**src/rtl/sd_pkg.sv**
```systemverilog
// rtl/sd_pkg.sv - shared encodings and constants for the SD SPI-mode command framer
package sd_pkg;

  typedef enum logic [2:0] {
    ST_IDLE,
    ST_CRC,
    ST_SEND,
    ST_POLL,
    ST_DONE
  } state_e;

  localparam logic [6:0] CRC7_POLY    = 7'h09;
  localparam logic [1:0] START_BITS   = 2'b01;
  localparam logic       STOP_BIT     = 1'b1;
  localparam logic [7:0] DEFAULT_FILL = 8'hFF;
  localparam logic [5:0] FRAME_BITS_M1 = 6'd39;

  localparam logic [5:0] CMD0   = 6'd0;
  localparam logic [5:0] CMD8   = 6'd8;
  localparam logic [5:0] CMD55  = 6'd55;
  localparam logic [5:0] ACMD41 = 6'd41;
  localparam logic [5:0] CMD58  = 6'd58;

  // MSB-first CRC7 step: feedback is incoming bit xor current top bit.
  function automatic logic [6:0] crc7_step(input logic [6:0] crc, input logic bit_in);
    logic fb;
    fb = bit_in ^ crc[6];
    return {crc[5:0], 1'b0} ^ (fb ? CRC7_POLY : 7'h00);
  endfunction

endpackage

```
**src/rtl/sd_cmd_framer_if.sv**
```systemverilog
// rtl/sd_cmd_framer_if.sv - command, byte-engine and response signals of the framer
interface sd_cmd_framer_if;
  logic        cmd_stb;
  logic [5:0]  cmd_idx;
  logic [31:0] cmd_arg;
  logic        cmd_ack;
  logic        tx_stb;
  logic [7:0]  tx_data;
  logic        tx_ack;
  logic        rx_stb;
  logic [7:0]  rx_data;
  logic        rsp_stb;
  logic [7:0]  rsp_data;
  logic        rsp_tmo;
  logic        busy;

  modport master (
    input  cmd_stb, cmd_idx, cmd_arg, tx_ack, rx_stb, rx_data,
    output cmd_ack, tx_stb, tx_data, rsp_stb, rsp_data, rsp_tmo, busy
  );

  modport slave (
    output cmd_stb, cmd_idx, cmd_arg, tx_ack, rx_stb, rx_data,
    input  cmd_ack, tx_stb, tx_data, rsp_stb, rsp_data, rsp_tmo, busy
  );
endinterface

```
**src/rtl/sd_crc7.sv**
```systemverilog
// rtl/sd_crc7.sv - bit-serial CRC7 (x^7+x^3+1) with synchronous clear
module sd_crc7
  import sd_pkg::*;
(
  input  logic       clk,
  input  logic       rst_n,
  input  logic       clr,
  input  logic       en,
  input  logic       bit_in,
  output logic [6:0] crc
);

  logic [6:0] crc_q;
  logic [6:0] crc_d;

  always_comb begin
    crc_d = crc_q;
    if (clr) begin
      crc_d = 7'h00;
    end else if (en) begin
      crc_d = crc7_step(crc_q, bit_in);
    end
  end

  always_ff @(posedge clk or negedge rst_n) begin
    if (!rst_n) begin
      crc_q <= 7'h00;
    end else begin
      crc_q <= crc_d;
    end
  end

  assign crc = crc_q;

endmodule

```
**src/rtl/sd_cmd_framer.sv**
```systemverilog
// rtl/sd_cmd_framer.sv - builds a 48-bit SD command frame, streams it and hunts for R1
module sd_cmd_framer
  import sd_pkg::*;
#(
  parameter int unsigned RESP_TIMEOUT = 8,
  parameter logic [7:0]  FILL_BYTE    = DEFAULT_FILL
) (
  input logic              CLOCK50,
  input logic              RESET,
  sd_cmd_framer_if.master  bus
);

  localparam logic [7:0] TMO_LIMIT = RESP_TIMEOUT[7:0];

  state_e      state_q, state_d;
  logic [39:0] frame_q, frame_d;
  logic [5:0]  bit_cnt_q, bit_cnt_d;
  logic [2:0]  byte_cnt_q, byte_cnt_d;
  logic [7:0]  poll_cnt_q, poll_cnt_d;
  logic        wait_rx_q, wait_rx_d;
  logic        cmd_ack_q, cmd_ack_d;
  logic        tx_stb_q, tx_stb_d;
  logic [7:0]  tx_data_q, tx_data_d;
  logic        rsp_stb_q, rsp_stb_d;
  logic [7:0]  rsp_data_q, rsp_data_d;
  logic        rsp_tmo_q, rsp_tmo_d;
  logic        busy_q, busy_d;

  logic        crc_clr, crc_en;
  logic [6:0]  crc;
  logic        byte_done, load_byte, load_fill;
  logic [7:0]  poll_next;

  // The frame rotates during CRC so it is back in place for sending.
  sd_crc7 u_crc7 (
    .clk    (CLOCK50),
    .rst_n  (RESET),
    .clr    (crc_clr),
    .en     (crc_en),
    .bit_in (frame_q[39]),
    .crc    (crc)
  );

  always_comb begin
    state_d    = state_q;
    frame_d    = frame_q;
    bit_cnt_d  = bit_cnt_q;
    byte_cnt_d = byte_cnt_q;
    poll_cnt_d = poll_cnt_q;
    wait_rx_d  = wait_rx_q;
    cmd_ack_d  = 1'b0;
    tx_stb_d   = tx_stb_q;
    tx_data_d  = tx_data_q;
    rsp_stb_d  = 1'b0;
    rsp_data_d = rsp_data_q;
    rsp_tmo_d  = rsp_tmo_q;
    busy_d     = busy_q;
    crc_clr    = 1'b0;
    crc_en     = 1'b0;
    byte_done  = 1'b0;
    load_byte  = 1'b0;
    load_fill  = 1'b0;
    poll_next  = poll_cnt_q;

    case (state_q)
      ST_IDLE: begin
        if (bus.cmd_stb) begin
          frame_d    = {START_BITS, bus.cmd_idx, bus.cmd_arg};
          cmd_ack_d  = 1'b1;
          busy_d     = 1'b1;
          crc_clr    = 1'b1;
          bit_cnt_d  = 6'd0;
          byte_cnt_d = 3'd0;
          poll_cnt_d = 8'd0;
          wait_rx_d  = 1'b0;
          rsp_data_d = 8'h00;
          rsp_tmo_d  = 1'b0;
          state_d    = ST_CRC;
        end
      end

      ST_CRC: begin
        crc_en    = 1'b1;
        frame_d   = {frame_q[38:0], frame_q[39]};
        bit_cnt_d = bit_cnt_q + 6'd1;
        if (bit_cnt_q == FRAME_BITS_M1) begin
          state_d = ST_SEND;
        end
      end

      ST_SEND, ST_POLL: begin
        // A byte completes on its RX_STB, which may coincide with TX_ACK.
        if (tx_stb_q) begin
          if (bus.tx_ack) begin
            tx_stb_d = 1'b0;
            if (bus.rx_stb) begin
              byte_done = 1'b1;
            end else begin
              wait_rx_d = 1'b1;
            end
          end
        end else if (wait_rx_q) begin
          if (bus.rx_stb) begin
            wait_rx_d = 1'b0;
            byte_done = 1'b1;
          end
        end else if (state_q == ST_SEND) begin
          load_byte = 1'b1;
        end

        if (byte_done) begin
          if (state_q == ST_SEND) begin
            if (byte_cnt_q == 3'd5) begin
              state_d   = ST_POLL;
              load_fill = 1'b1;
            end else begin
              byte_cnt_d = byte_cnt_q + 3'd1;
              load_byte  = 1'b1;
            end
          end else if (!bus.rx_data[7]) begin
            rsp_data_d = bus.rx_data;
            rsp_tmo_d  = 1'b0;
            rsp_stb_d  = 1'b1;
            state_d    = ST_DONE;
          end else begin
            poll_next  = (poll_cnt_q == 8'hFF) ? 8'hFF : poll_cnt_q + 8'd1;
            poll_cnt_d = poll_next;
            if (poll_next >= TMO_LIMIT) begin
              rsp_data_d = bus.rx_data;
              rsp_tmo_d  = 1'b1;
              rsp_stb_d  = 1'b1;
              state_d    = ST_DONE;
            end else begin
              load_fill = 1'b1;
            end
          end
        end

        if (load_byte) begin
          tx_stb_d = 1'b1;
          if (byte_cnt_d == 3'd5) begin
            tx_data_d = {crc, STOP_BIT};
          end else begin
            tx_data_d = frame_q[39:32];
            frame_d   = {frame_q[31:0], 8'h00};
          end
        end
        if (load_fill) begin
          tx_stb_d  = 1'b1;
          tx_data_d = FILL_BYTE;
        end
      end

      ST_DONE: begin
        busy_d  = 1'b0;
        state_d = ST_IDLE;
      end

      default: begin
        state_d = ST_IDLE;
      end
    endcase
  end

  always_ff @(posedge CLOCK50 or negedge RESET) begin
    if (!RESET) begin
      state_q    <= ST_IDLE;
      frame_q    <= 40'h0;
      bit_cnt_q  <= 6'd0;
      byte_cnt_q <= 3'd0;
      poll_cnt_q <= 8'd0;
      wait_rx_q  <= 1'b0;
      cmd_ack_q  <= 1'b0;
      tx_stb_q   <= 1'b0;
      tx_data_q  <= 8'h00;
      rsp_stb_q  <= 1'b0;
      rsp_data_q <= 8'h00;
      rsp_tmo_q  <= 1'b0;
      busy_q     <= 1'b0;
    end else begin
      state_q    <= state_d;
      frame_q    <= frame_d;
      bit_cnt_q  <= bit_cnt_d;
      byte_cnt_q <= byte_cnt_d;
      poll_cnt_q <= poll_cnt_d;
      wait_rx_q  <= wait_rx_d;
      cmd_ack_q  <= cmd_ack_d;
      tx_stb_q   <= tx_stb_d;
      tx_data_q  <= tx_data_d;
      rsp_stb_q  <= rsp_stb_d;
      rsp_data_q <= rsp_data_d;
      rsp_tmo_q  <= rsp_tmo_d;
      busy_q     <= busy_d;
    end
  end

  assign bus.cmd_ack  = cmd_ack_q;
  assign bus.tx_stb   = tx_stb_q;
  assign bus.tx_data  = tx_data_q;
  assign bus.rsp_stb  = rsp_stb_q;
  assign bus.rsp_data = rsp_data_q;
  assign bus.rsp_tmo  = rsp_tmo_q;
  assign bus.busy     = busy_q;

endmodule

```
**src/flat_wrapper.sv**
```systemverilog
// flat-port wrapper written by rule: the top's interface ports become plain ports
module sd_cmd_framer_flat import sd_pkg::*;
#(
  parameter int unsigned RESP_TIMEOUT = 8,
  parameter logic [7:0]  FILL_BYTE    = DEFAULT_FILL
)
  (CLOCK50, RESET, bus_cmd_stb, bus_cmd_idx, bus_cmd_arg, bus_tx_ack, bus_rx_stb, bus_rx_data, bus_cmd_ack, bus_tx_stb, bus_tx_data, bus_rsp_stb, bus_rsp_data, bus_rsp_tmo, bus_busy);
  sd_cmd_framer_if bus_i ();
  input logic CLOCK50;
  input logic RESET;
  input wire logic [$bits(bus_i.cmd_stb)-1:0] bus_cmd_stb;
  input wire logic [$bits(bus_i.cmd_idx)-1:0] bus_cmd_idx;
  input wire logic [$bits(bus_i.cmd_arg)-1:0] bus_cmd_arg;
  input wire logic [$bits(bus_i.tx_ack)-1:0] bus_tx_ack;
  input wire logic [$bits(bus_i.rx_stb)-1:0] bus_rx_stb;
  input wire logic [$bits(bus_i.rx_data)-1:0] bus_rx_data;
  output wire logic [$bits(bus_i.cmd_ack)-1:0] bus_cmd_ack;
  output wire logic [$bits(bus_i.tx_stb)-1:0] bus_tx_stb;
  output wire logic [$bits(bus_i.tx_data)-1:0] bus_tx_data;
  output wire logic [$bits(bus_i.rsp_stb)-1:0] bus_rsp_stb;
  output wire logic [$bits(bus_i.rsp_data)-1:0] bus_rsp_data;
  output wire logic [$bits(bus_i.rsp_tmo)-1:0] bus_rsp_tmo;
  output wire logic [$bits(bus_i.busy)-1:0] bus_busy;
  assign bus_i.cmd_stb = bus_cmd_stb;
  assign bus_i.cmd_idx = bus_cmd_idx;
  assign bus_i.cmd_arg = bus_cmd_arg;
  assign bus_i.tx_ack = bus_tx_ack;
  assign bus_i.rx_stb = bus_rx_stb;
  assign bus_i.rx_data = bus_rx_data;
  assign bus_cmd_ack = bus_i.cmd_ack;
  assign bus_tx_stb = bus_i.tx_stb;
  assign bus_tx_data = bus_i.tx_data;
  assign bus_rsp_stb = bus_i.rsp_stb;
  assign bus_rsp_data = bus_i.rsp_data;
  assign bus_rsp_tmo = bus_i.rsp_tmo;
  assign bus_busy = bus_i.busy;
  sd_cmd_framer #(.RESP_TIMEOUT(RESP_TIMEOUT), .FILL_BYTE(FILL_BYTE)) u_core (.CLOCK50(CLOCK50), .RESET(RESET), .bus(bus_i));
endmodule
```
**config.mk**
```make
export PLATFORM = sky130hd
export DESIGN_NAME = sd_cmd_framer_flat
export DESIGN_NICKNAME = d
export VERILOG_FILES = /design/src/rtl/sd_pkg.sv /design/src/rtl/sd_cmd_framer_if.sv /design/src/rtl/sd_crc7.sv /design/src/rtl/sd_cmd_framer.sv /design/src/flat_wrapper.sv
export SDC_FILE = /design/constraint.sdc
export NUM_CORES = 1
export LEC_CHECK = 0
export ABC_AREA = 1
export CAP_MARGIN = 20
export CORE_UTILIZATION = 32
export CTS_BUF_LIST = sky130_fd_sc_hd__clkbuf_4
export DETAILED_ROUTE_END_ITERATION = 10
export SETUP_SLACK_MARGIN = 0.1
export SYNTH_ARGS = -nofsm -noshare
export SYNTH_HDL_FRONTEND = slang
export SYNTH_SLANG_ARGS = --single-unit
```
**constraint.sdc**
```tcl
create_clock -name CLOCK50 -period 1.92 [get_ports CLOCK50]
set_clock_uncertainty 0.05 [all_clocks]
set_input_delay 0.192 -clock CLOCK50 [delete_from_list [all_inputs] [get_ports CLOCK50]]
set_output_delay 0.192 -clock CLOCK50 [all_outputs]
set_load 0.005 [all_outputs]
```
==> results.cfg, run 1 <==
[sta]
fmax_mhz = 490
final.period_utilization_pct = 106
finalSetupViolCount = 40
hold_viol = 0
timing.setup.tns_ps = -2520
slew_headroom_pct = 74.5
min_period_ps = 2040
fin_ws_ps = -123
slew_viol_final = 0
worstMarginPinSlew_ps = 381
grt_setup_unrepaired = true

[floorplan]
start_util_pct = 33.2
rows = 44
die_x_um = 126
core_area_mm2 = 0.0148
pin_count = 72
fp.dieH_um = 126
fp.dieArea_mm2 = 0.0158

[synth]
yosys_warnings = 0
synth-compound-area-share_pct = 19.9
synth_xor_area_share_pct = 0.179
synth_mux_area_share_pct = 0.204
syn_inst = 599
synth_area_leaders = dfrtp_1 45%, nand2_1 12%, o21ai_2 7.1%, inv_1 6.0%, o22ai_1 5.1%
synth_edf_count = 0
synth_area_per_cell_um2 = 8.18
synth_top_area_share_pct = 44.9
synthSimpleGateAreaFrac_pct = 23.9
yosysSeqAreaShare_pct = 44.9
synth_top_area_cell = dfrtp_1
synth-adder-area-share_pct = 1.02
synthArstFlopShare_pct = 100
synth_most_common_cell = nand2_1
ys_types = 35
synth_seq_cells = 88
synth_top_family_by_area = simple AND/OR/NAND/NOR gates
syn_nets = 654
yosys_most_used_dff = dfrtp_1
synth.cell_area_mm2 = 0.00490
synth_common_cells = 155 x nand2_1, 88 x dfrtp_1, 78 x inv_1

[clock_network]
cts_tree = yes
insertion_delay_ps = 460
clock-sinks = 88
clockBufferDepth = 2
h-tree-depth = 3
cts.clk_slew.worst_paths_ps = 140
cts-buffers-inserted = 9
ctsRootBufferMaster = clkbuf_4

[cells_and_area]
num-fill-cells = 1411
nNetsFinal = 781
area_growth_pct = 41.4
drive_gt1_share_pct = 30.5
n_antenna_cell = 0
final_area_mm2 = 0.00693

[worst_setup_path]
worstPathMaxFanout = 7
arrival_ps = 2360
start_kind = flop
crit_required_ps = 2230
critical_path_class = reg2reg
cp-end-kind = flop

[detailed_routing]
antenna_left = 0
vias_per_cell = 4.99
drt_iter0_drc = 250
vias = 4562
drc_errors = 0
dr.pass1.iters = 5
routed_wl_um = 13500
wire_per_inst_um = 14.8

[power]
power_density_mw_per_mm2 = 1620
peakVddDrop_mv = 0.865
p_leak_nw = 3.20

[job]
drv_cap = 0

[status]
failed_checks = negative setup slack
status = finished with violations

[hold_path]
worstHoldPathType = in2async

[placed_design]
dp_hpwl_um = 8870
place_ws_ps = -201
gp_congestion = 0.819
place_area_mm2 = 0.00604
port_buffers = 71

[grt]
grt_pass1_vias = 4546
grt_use_total_pct = 17.2
antenna_found_initial = 0
grt_max_degree = 47
grt_pass1_wl_um = 21900
grt_overflow_total = 0
critical path, cell delays in order (launching register included):
cell	delay, ps
dfrtp_2	470
ha_4	180
nand2_4	90
nand3_4	80
nor2_4	180
nand2_2	70
nand2_2	80
nand2_2	70
nor2_4	130
nand2_4	60
nand3_4	140
buf_12	140
clkbuf_16	150
o21ai_2	50
cell families after synthesis:
group / after synthesis
compound gates: 141
xor+xnor: 1
fa+ha+maj: 4
buf+inv: 108
flops: 88
mux: 1
simple gates: 256
path summary, 6_finish.rpt:
kind                            slack [ps]                                from                                  to  depth (start not counted)
worst max-delay path                  -120    u_core.byte_cnt_q[0]$_DFFE_PN0P_       u_core.frame_q[8]$_DFFE_PN0P_                         13
worst min-delay path                    70                               RESET        u_core.bus.rsp_stb$_DFF_PN0_                          2
worst max register to register        -120    u_core.byte_cnt_q[0]$_DFFE_PN0P_       u_core.frame_q[8]$_DFFE_PN0P_                         13
worst min register to register         450  u_core.bus.rsp_data[0]$_DFFE_PN0P_  u_core.bus.rsp_data[0]$_DFFE_PN0P_                          2
max in group asynchronous             1100                               RESET    u_core.u_crc7.crc[6]$_DFFE_PN0P_                          3
min in group CLOCK50                   240                      bus_rx_data[6]  u_core.bus.rsp_data[6]$_DFFE_PN0P_                          3
repair_timing:
item / in CTS / in global routing
endpoints found under the hold margin: 88 / 0
pin swaps: 10 / 33
hold buffers: 1 / 0
endpoints found under the setup margin: 68 / 71
gates resized for setup: 22 / 89
buffers inserted: 17 / 12
cloned: 2 / 2
final cells by class:
cell class | count | area (µm²) | share of cell area (%)
Sequential cell | 88 | 2210 | 31.8
Tap cell | 184 | 230 | 3.32
Timing Repair Buffer | 141 | 1410 | 20.3
Clock inverter | 6 | 131 | 1.90
Inverter | 82 | 329 | 4.75
Clock buffer | 10 | 75.1 | 1.08
Multi-Input combinational cell | 404 | 2550 | 36.8
registers in the layout, indices dropped and copies added (netlist names):
name / flops
u_core.bit_cnt_q: 6
u_core.bus.busy: 1
u_core.bus.cmd_ack: 1
u_core.bus.rsp_data: 8
u_core.bus.rsp_stb: 1
u_core.bus.tx_data: 8
u_core.bus.tx_stb: 1
u_core.byte_cnt_q: 3
u_core.frame_q: 40
u_core.poll_cnt_q: 8
u_core.state_q: 3
u_core.u_crc7.crc: 7
u_core.wait_rx_q: 1
through the flow:
stage / power, mW / hold WS, ps / utilization (%) / std cells
6_report: 11.2 / 67.8 / 47.0 / 915
5_1_grt: 12.1 / 63.8 / 47.0 / 915
4_1_cts: 10.7 / 45.7 / 44.3 / 904
3_5_place_dp: 8.67 / 33.1 / 40.9 / 868
3_3_place_gp: 8.53 / 32.7 / 40.9 / 868
2_1_floorplan: 7.00 / -154 / - / 599
routing by layer:
metal  vias up  global-route usage, %  wire length (µm)
li1       2240                      -                 -
met1      2184                   22.6              6170
met2       129                   28.7              6550
met3         9                   4.25               643
met4         0                   3.40               138
met5         -                      0                 0
where the power goes:
| part | internal, mW | switching (mW) |
|---|---|---|
| Sequential | 2.58 | 0.483 |
| Combinational | 3.02 | 3.70 |
| Clock | 0.800 | 0.660 |
layout by cell type (no fill, tap or decap), types with 5 or more instances in the layout:
cell type | synthesis | layout
a21oi_1 | 24 | 23
a221oi_1 | 9 | 9
a22oi_1 | 9 | 9
buf_12 | 0 | 7
buf_4 | 3 | 49
buf_6 | 8 | 12
clkbuf_4 | 0 | 10
clkdlybuf4s50_1 | 0 | 70
dfrtp_1 | 88 | 84
inv_1 | 78 | 70
inv_2 | 4 | 8
nand2_1 | 155 | 123
nand2_2 | 7 | 32
nand2_4 | 4 | 10
nand3_1 | 37 | 27
nand3_2 | 4 | 10
nand3_4 | 1 | 5
nor2_1 | 28 | 22
nor2_4 | 5 | 10
o21ai_0 | 16 | 12
o21ai_2 | 40 | 40
o22ai_1 | 40 | 40
No activity file was read; power rests on OpenSTA's default activity.
==> run 2: changes to the inputs <==
Settings changed: CELL_PAD_IN_SITES_DETAIL_PLACEMENT set to 1, CELL_PAD_IN_SITES_GLOBAL_PLACEMENT set to 1, GPL_TIMING_DRIVEN set to 0, PLACE_DENSITY_LB_ADDON set to 0.1, SETUP_SLACK_MARGIN 0.1 to 0.5.
==> run 2 against run 1 <==
  * The run still ends with negative setup slack left
  * Via count is 4.3% higher
  * Global-route usage is 3.6 points higher
  * Wire length is 22% higher
  * Register-to-register slack worse by 60 ps
  * Worst hold slack better by 39 ps
  * Maximum frequency is 2.7% lower
  * Setup slack worse by 56 ps
  * Utilization is 2.3 points higher
  * Die area stayed put
  * Final area is 4.9% higher
  * Count of clock-buffer cells in the layout stayed put
  * Sequential share of layout area is 1.5 points lower
  * Critical path type unchanged
  * Critical endpoint is now u_core.frame_q[32]$_DFFE_PN0P_
==> results.cfg, run 2 (synthesis gave the netlist of run 1 again) <==
[worst_setup_path]
crit_required_ps = 2240
arrival_ps = 2420
critical_path_class = reg2reg
start_kind = flop
worstPathMaxFanout = 5
cp-end-kind = flop

[floorplan]
pin_count = 72
die_x_um = 126
core_area_mm2 = 0.0148
rows = 44
fp.dieH_um = 126
fp.dieArea_mm2 = 0.0158
start_util_pct = 33.2

[grt]
busiest_layer = met2
grt_util_met1_pct = 25.7
grt_use_total_pct = 20.7
met3_usage_pct = 2.93
grt_overflow_total = 0
grt_max_degree = 64
grt_pass1_wl_um = 25800
grt_use_met2_pct = 36.8
antenna_found_initial = 0
grt_pass1_vias = 4972

[detailed_routing]
routed_wl_um = 16400
dr.pass1.iters = 5
drc_errors = 0
wire_per_inst_um = 17.5
antenna_left = 0
vias = 4759
vias_per_cell = 5.08
drt_iter0_drc = 217

[cells_and_area]
layout_commonest_cell = nand2_1
largest_reg_flops = 40
area_growth_pct = 48.3
nNetsFinal = 802
num-fill-cells = 1700
fin_util_pct = 49.3
layout_common_cells = 112 x nand2_1, 82 x dfrtp_1, 68 x inv_1
n_antenna_cell = 0
top_register = u_core.frame_q
drive_gt1_share_pct = 34.7
final_area_mm2 = 0.00727

[placed_design]
gp_congestion = 0.799
place_ws_ps = -361
port_buffers = 71
place_area_mm2 = 0.00594
dp_hpwl_um = 10900

[sta]
grt_setup_unrepaired = true
final.period_utilization_pct = 109
worstMarginPinSlew_ps = 557
slew_headroom_pct = 62.9
fin_ws_ps = -178
fmax_mhz = 477
finalSetupViolCount = 55
slew_viol_final = 0
timing.setup.tns_ps = -6270
min_period_ps = 2100
hold_viol = 0

[hold_path]
worstHoldPathType = in2async

[clock_network]
cts-buffers-inserted = 9
clockBufferDepth = 2
cts.clk_slew.worst_paths_ps = 150
insertion_delay_ps = 480
h-tree-depth = 3
cts_tree = yes
ctsRootBufferMaster = clkbuf_4
clock-sinks = 88

[status]
status = finished with violations
failed_checks = negative setup slack

[power]
power_density_mw_per_mm2 = 1680
peakVddDrop_mv = 0.637
p_total_mw = 12.2
p_leak_nw = 3.41

[job]
drv_cap = 0
[run 2: changes by cell type in the layout (fill, tap and decap cells not counted), sizes merged]
cell           delta
bufinv            -3
clkinv            +3
clkdlybuf4s50    -21
clkbuf            +8
buf              +15
dlygate4sd2       +3
clkinvlp          -1
inv               +1
clkdlybuf4s15    +16
[run 2: area by class of cell]
type	instances	area, µm²	share of cell area, %
Buffer	26	298	4.10
Clock buffer	10	75.1	1.03
Clock inverter	6	60.1	0.826
Inverter	82	333	4.58
Multi-Input combinational cell	404	2660	36.6
Sequential cell	88	2210	30.4
Tap cell	184	230	3.17
Timing Repair Buffer	136	1400	19.3
[run 2: critical path: stages (launching register included)]
cell and delay (ps):
dfrtp_2 480, ha_4 180, nand2_4 80, nand3_2 90
nor2_4 190, buf_4 160, a31oi_4 50, nand2_2 100
nand3_4 140, buf_12 190, clkbuf_16 150, nand2_1 70
o21ai_2 50
[run 2: timing repair]
action                                  in CTS  in global routing
hold endpoints to repair                    88                  0
setup buffers                               36                 22
resized for setup                          116                 95
pin swaps                                   16                 24
cloned                                       4                  2
endpoints found under the setup margin     107                103
hold buffers                                 1                  0
[run 2: report_power, final]
| group | leakage [nW] | total (mW) | switching (mW) | internal, mW |
|---|---|---|---|---|
| sequential | 1.14 | 3.08 | 0.493 | 2.58 |
| combinational | 2.21 | 8.03 | 4.32 | 3.70 |
| clock | 0.0738 | 1.11 | 0.704 | 0.406 |
| total | 3.41 | 12.2 | 5.52 | 6.69 |
[run 2: per-layer routing]
metal	part of all wire [%]	routed length (µm)
met5	0	0
met4	1.9	317
met3	2.3	378
met2	51	8420
met1	44	7300
[run 2: per-stage QoR]
| step | hold slack [ps] | std cells |
|---|---|---|
| after global placement | 412 | 854 |
| after CTS | 91.5 | 912 |
| after global routing | 109 | 936 |
| after detailed placement | 85.0 | 855 |
| final | 107 | 936 |
| after floorplan | -154 | 599 |
[run 2: path summary, 6_finish.rpt]
path                            cells past startpoint  slack, ps                        startpoint                                 end
max in group asynchronous                           3       1030                             RESET       u_core.state_q[1]$_DFFE_PN0P_
worst max register to register                     12       -180  u_core.byte_cnt_q[0]$_DFFE_PN0P_      u_core.frame_q[32]$_DFFE_PN0P_
min in group CLOCK50                                3        220                    bus_rx_data[5]  u_core.bus.rsp_data[5]$_DFFE_PN0P_
worst max-delay path                               12       -180  u_core.byte_cnt_q[0]$_DFFE_PN0P_      u_core.frame_q[32]$_DFFE_PN0P_
worst min-delay path                                2        110                             RESET  u_core.bus.rsp_data[1]$_DFFE_PN0P_
worst min register to register                      2        450    u_core.frame_q[34]$_DFFE_PN0P_      u_core.frame_q[34]$_DFFE_PN0P_
==> run 3: changes to the inputs <==
Settings changed: CORE_ASPECT_RATIO set to 1.2.
==> run 3 against run 2 <==
  * The flow still finishes with violations (negative setup slack)
  * Utilization shrank 0.34 points
  * Wire length about the same
  * Final cell count up 2.0%
  * Global-route usage up 0.71 points
  * Maximum frequency increased by 1.3%
  * Total power rose by 1.8%
  * Setup slack improved by 27 ps
  * Count of clock-buffer cells in the layout rose by 1
  * First-iteration DRC count is 48% lower
  * Via count up 0.57%
  * Combinational power is 2% higher
  * Largest cell class unchanged
==> results.cfg, run 3 (synthesis gave the netlist of run 1 again) <==
[sta]
grt_setup_unrepaired = true
fmax_mhz = 483
slew_headroom_pct = 64.5
slew_viol_final = 0
hold_viol = 0
fin_ws_ps = -152
final.period_utilization_pct = 108
hold_ws_ps = 133
min_period_ps = 2070
finalSetupViolCount = 49
worstMarginPinSlew_ps = 533
timing.setup.tns_ps = -5530

[placed_design]
port_buffers = 71
dp_hpwl_um = 11000
gp_congestion = 0.775

[cells_and_area]
top_register = u_core.frame_q
num-fill-cells = 1794
drive_gt1_share_pct = 35.5
area_growth_pct = 49.3
layout_commonest_cell = nand2_1
largest_reg_flops = 40
layout_common_cells = 109 x nand2_1, 82 x dfrtp_1, 67 x inv_1
nNetsFinal = 800

[worst_setup_path]
crit_required_ps = 2240
critical_path_class = reg2reg
start_kind = flop
worstPathMaxFanout = 5
r2r_slack_ps = -150
cp-end-kind = flop
arrival_ps = 2390

[power]
p_sw_share_pct = 45.1
p_int_mw = 6.83
comb_power_share_pct = 66.2
power_frac_clock_pct = 8.8
p_leak_nw = 3.43
power_frac_seq_pct = 25.1
peakVddDrop_mv = 0.795
switching_power_mw = 5.61
power_density_mw_per_mm2 = 1700

[clock_network]
ctsRootBufferMaster = clkbuf_4
clockBufferDepth = 2
cts.clk_slew.worst_paths_ps = 150
insertion_delay_ps = 470
h-tree-depth = 3
cts_tree = yes
clock-sinks = 88
cts-buffers-inserted = 9

[detailed_routing]
drt_iter0_drc = 113
vias_per_cell = 5.01
drc_errors = 0
dr.pass1.iters = 4
antenna_left = 0
vias = 4786
routed_wl_um = 16400
wire_per_inst_um = 17.2

[floorplan]
fp.dieArea_mm2 = 0.0158
start_util_pct = 32.8
pin_count = 72
core_area_mm2 = 0.0150
fp.dieH_um = 138
rows = 49
die_x_um = 115

[grt]
grt_pass1_vias = 5109
antenna_found_initial = 1
grt_overflow_total = 0
grt_pass1_wl_um = 25800
grt_use_total_pct = 21.5
grt_max_degree = 62

[job]
drv_cap = 0

[status]
status = finished with violations
failed_checks = negative setup slack

[hold_path]
worstHoldPathType = in2async
run 3: changes by cell type in the layout (fill, tap and decap cells not counted), moves of 3 or more:
cell	delta
o22ai_1	-6
o21ai_0	-5
o22ai_2	+5
nand2_1	-3
nand2_4	+3
o21ai_1	+3
run 3: repair_timing:
item,CTS,global route
endpoints found under the setup margin,107,103
hold buffers,1,0
endpoints found under the hold margin,88,0
cloned,3,3
pin swaps,19,30
gates resized for setup,130,101
setup buffers,35,21
run 3: per-stage QoR:
step           cell area (µm²)  total power [mW]  utilization (%)  worst slack (ps)  instances
2_1_floorplan             4970              7.12                -               120        599
3_3_place_gp              5940              8.76             39.7             -2990        874
3_5_place_dp              5970              8.93             39.9              -340        875
4_1_cts                   6750              11.4             45.1              -152        930
5_1_grt                   7320              13.4             48.9              -248        955
6_report                  7320              12.4             48.9              -152        955
run 3: power by group through the flow:
stage | registers (mW) | clock network (mW) | logic [mW]
finish | 3.12 | 1.09 | 8.23
global route | 3.20 | 1.20 | 8.96
CTS | 3.08 | 1.14 | 7.18
detailed placement | 3.10 | 0 | 5.83
global placement | 3.07 | 0 | 5.68
floorplan | 2.99 | 0 | 4.13
run 3: worst max-delay path, cell delays in order (launching register included):
cell and delay, ps:
dfrtp_2 480, ha_4 180, nand2_4 100, inv_4 40, nor2_4 130, nand2_4 90
nand2_2 80, nand2_2 60, nand2_2 80, nor2_4 40, nand2_4 50, nand3_4 100
buf_6 150, buf_6 110, buf_16 130, nand2_4 50, o21ai_2 50
run 3: area by class of cell:
cell class	count	area (µm²)	share of cell area, %
Inverter	82	348	4.75
Multi-Input combinational cell	404	2700	36.9
Timing Repair Buffer	134	1370	18.8
Clock inverter	5	47.5	0.649
Antenna cell	1	2.50	0.0342
Buffer	26	298	4.07
Clock buffer	11	82.6	1.13
Sequential cell	88	2210	30.2
Tap cell	204	255	3.49
run 3: path summary, 6_finish.rpt:
path | from | end | cells after the start
hold / removal | RESET | u_core.poll_cnt_q[1]$_DFFE_PN0P_ | 2
max in group asynchronous | RESET | u_core.frame_q[21]$_DFFE_PN0P_ | 3
setup / recovery | u_core.byte_cnt_q[0]$_DFFE_PN0P_ | u_core.frame_q[33]$_DFFE_PN0P_ | 16
min in group CLOCK50 | bus_rx_data[2] | u_core.bus.rsp_data[2]$_DFFE_PN0P_ | 3
hold reg to reg | u_core.frame_q[21]$_DFFE_PN0P_ | u_core.frame_q[21]$_DFFE_PN0P_ | 2
setup reg to reg | u_core.byte_cnt_q[0]$_DFFE_PN0P_ | u_core.frame_q[33]$_DFFE_PN0P_ | 16
run 3: per-layer routing:
metal / track usage (%) / part of all wire (%) / up-vias / wire (µm)
li1: - / - / 2296 / -
met1: 24.3 / 41 / 2386 / 6680
met2: 40.5 / 54 / 83 / 8930
met3: 2.33 / 2.7 / 21 / 441
met4: 8.95 / 2.3 / 0 / 373
met5: 0 / 0 / - / 0
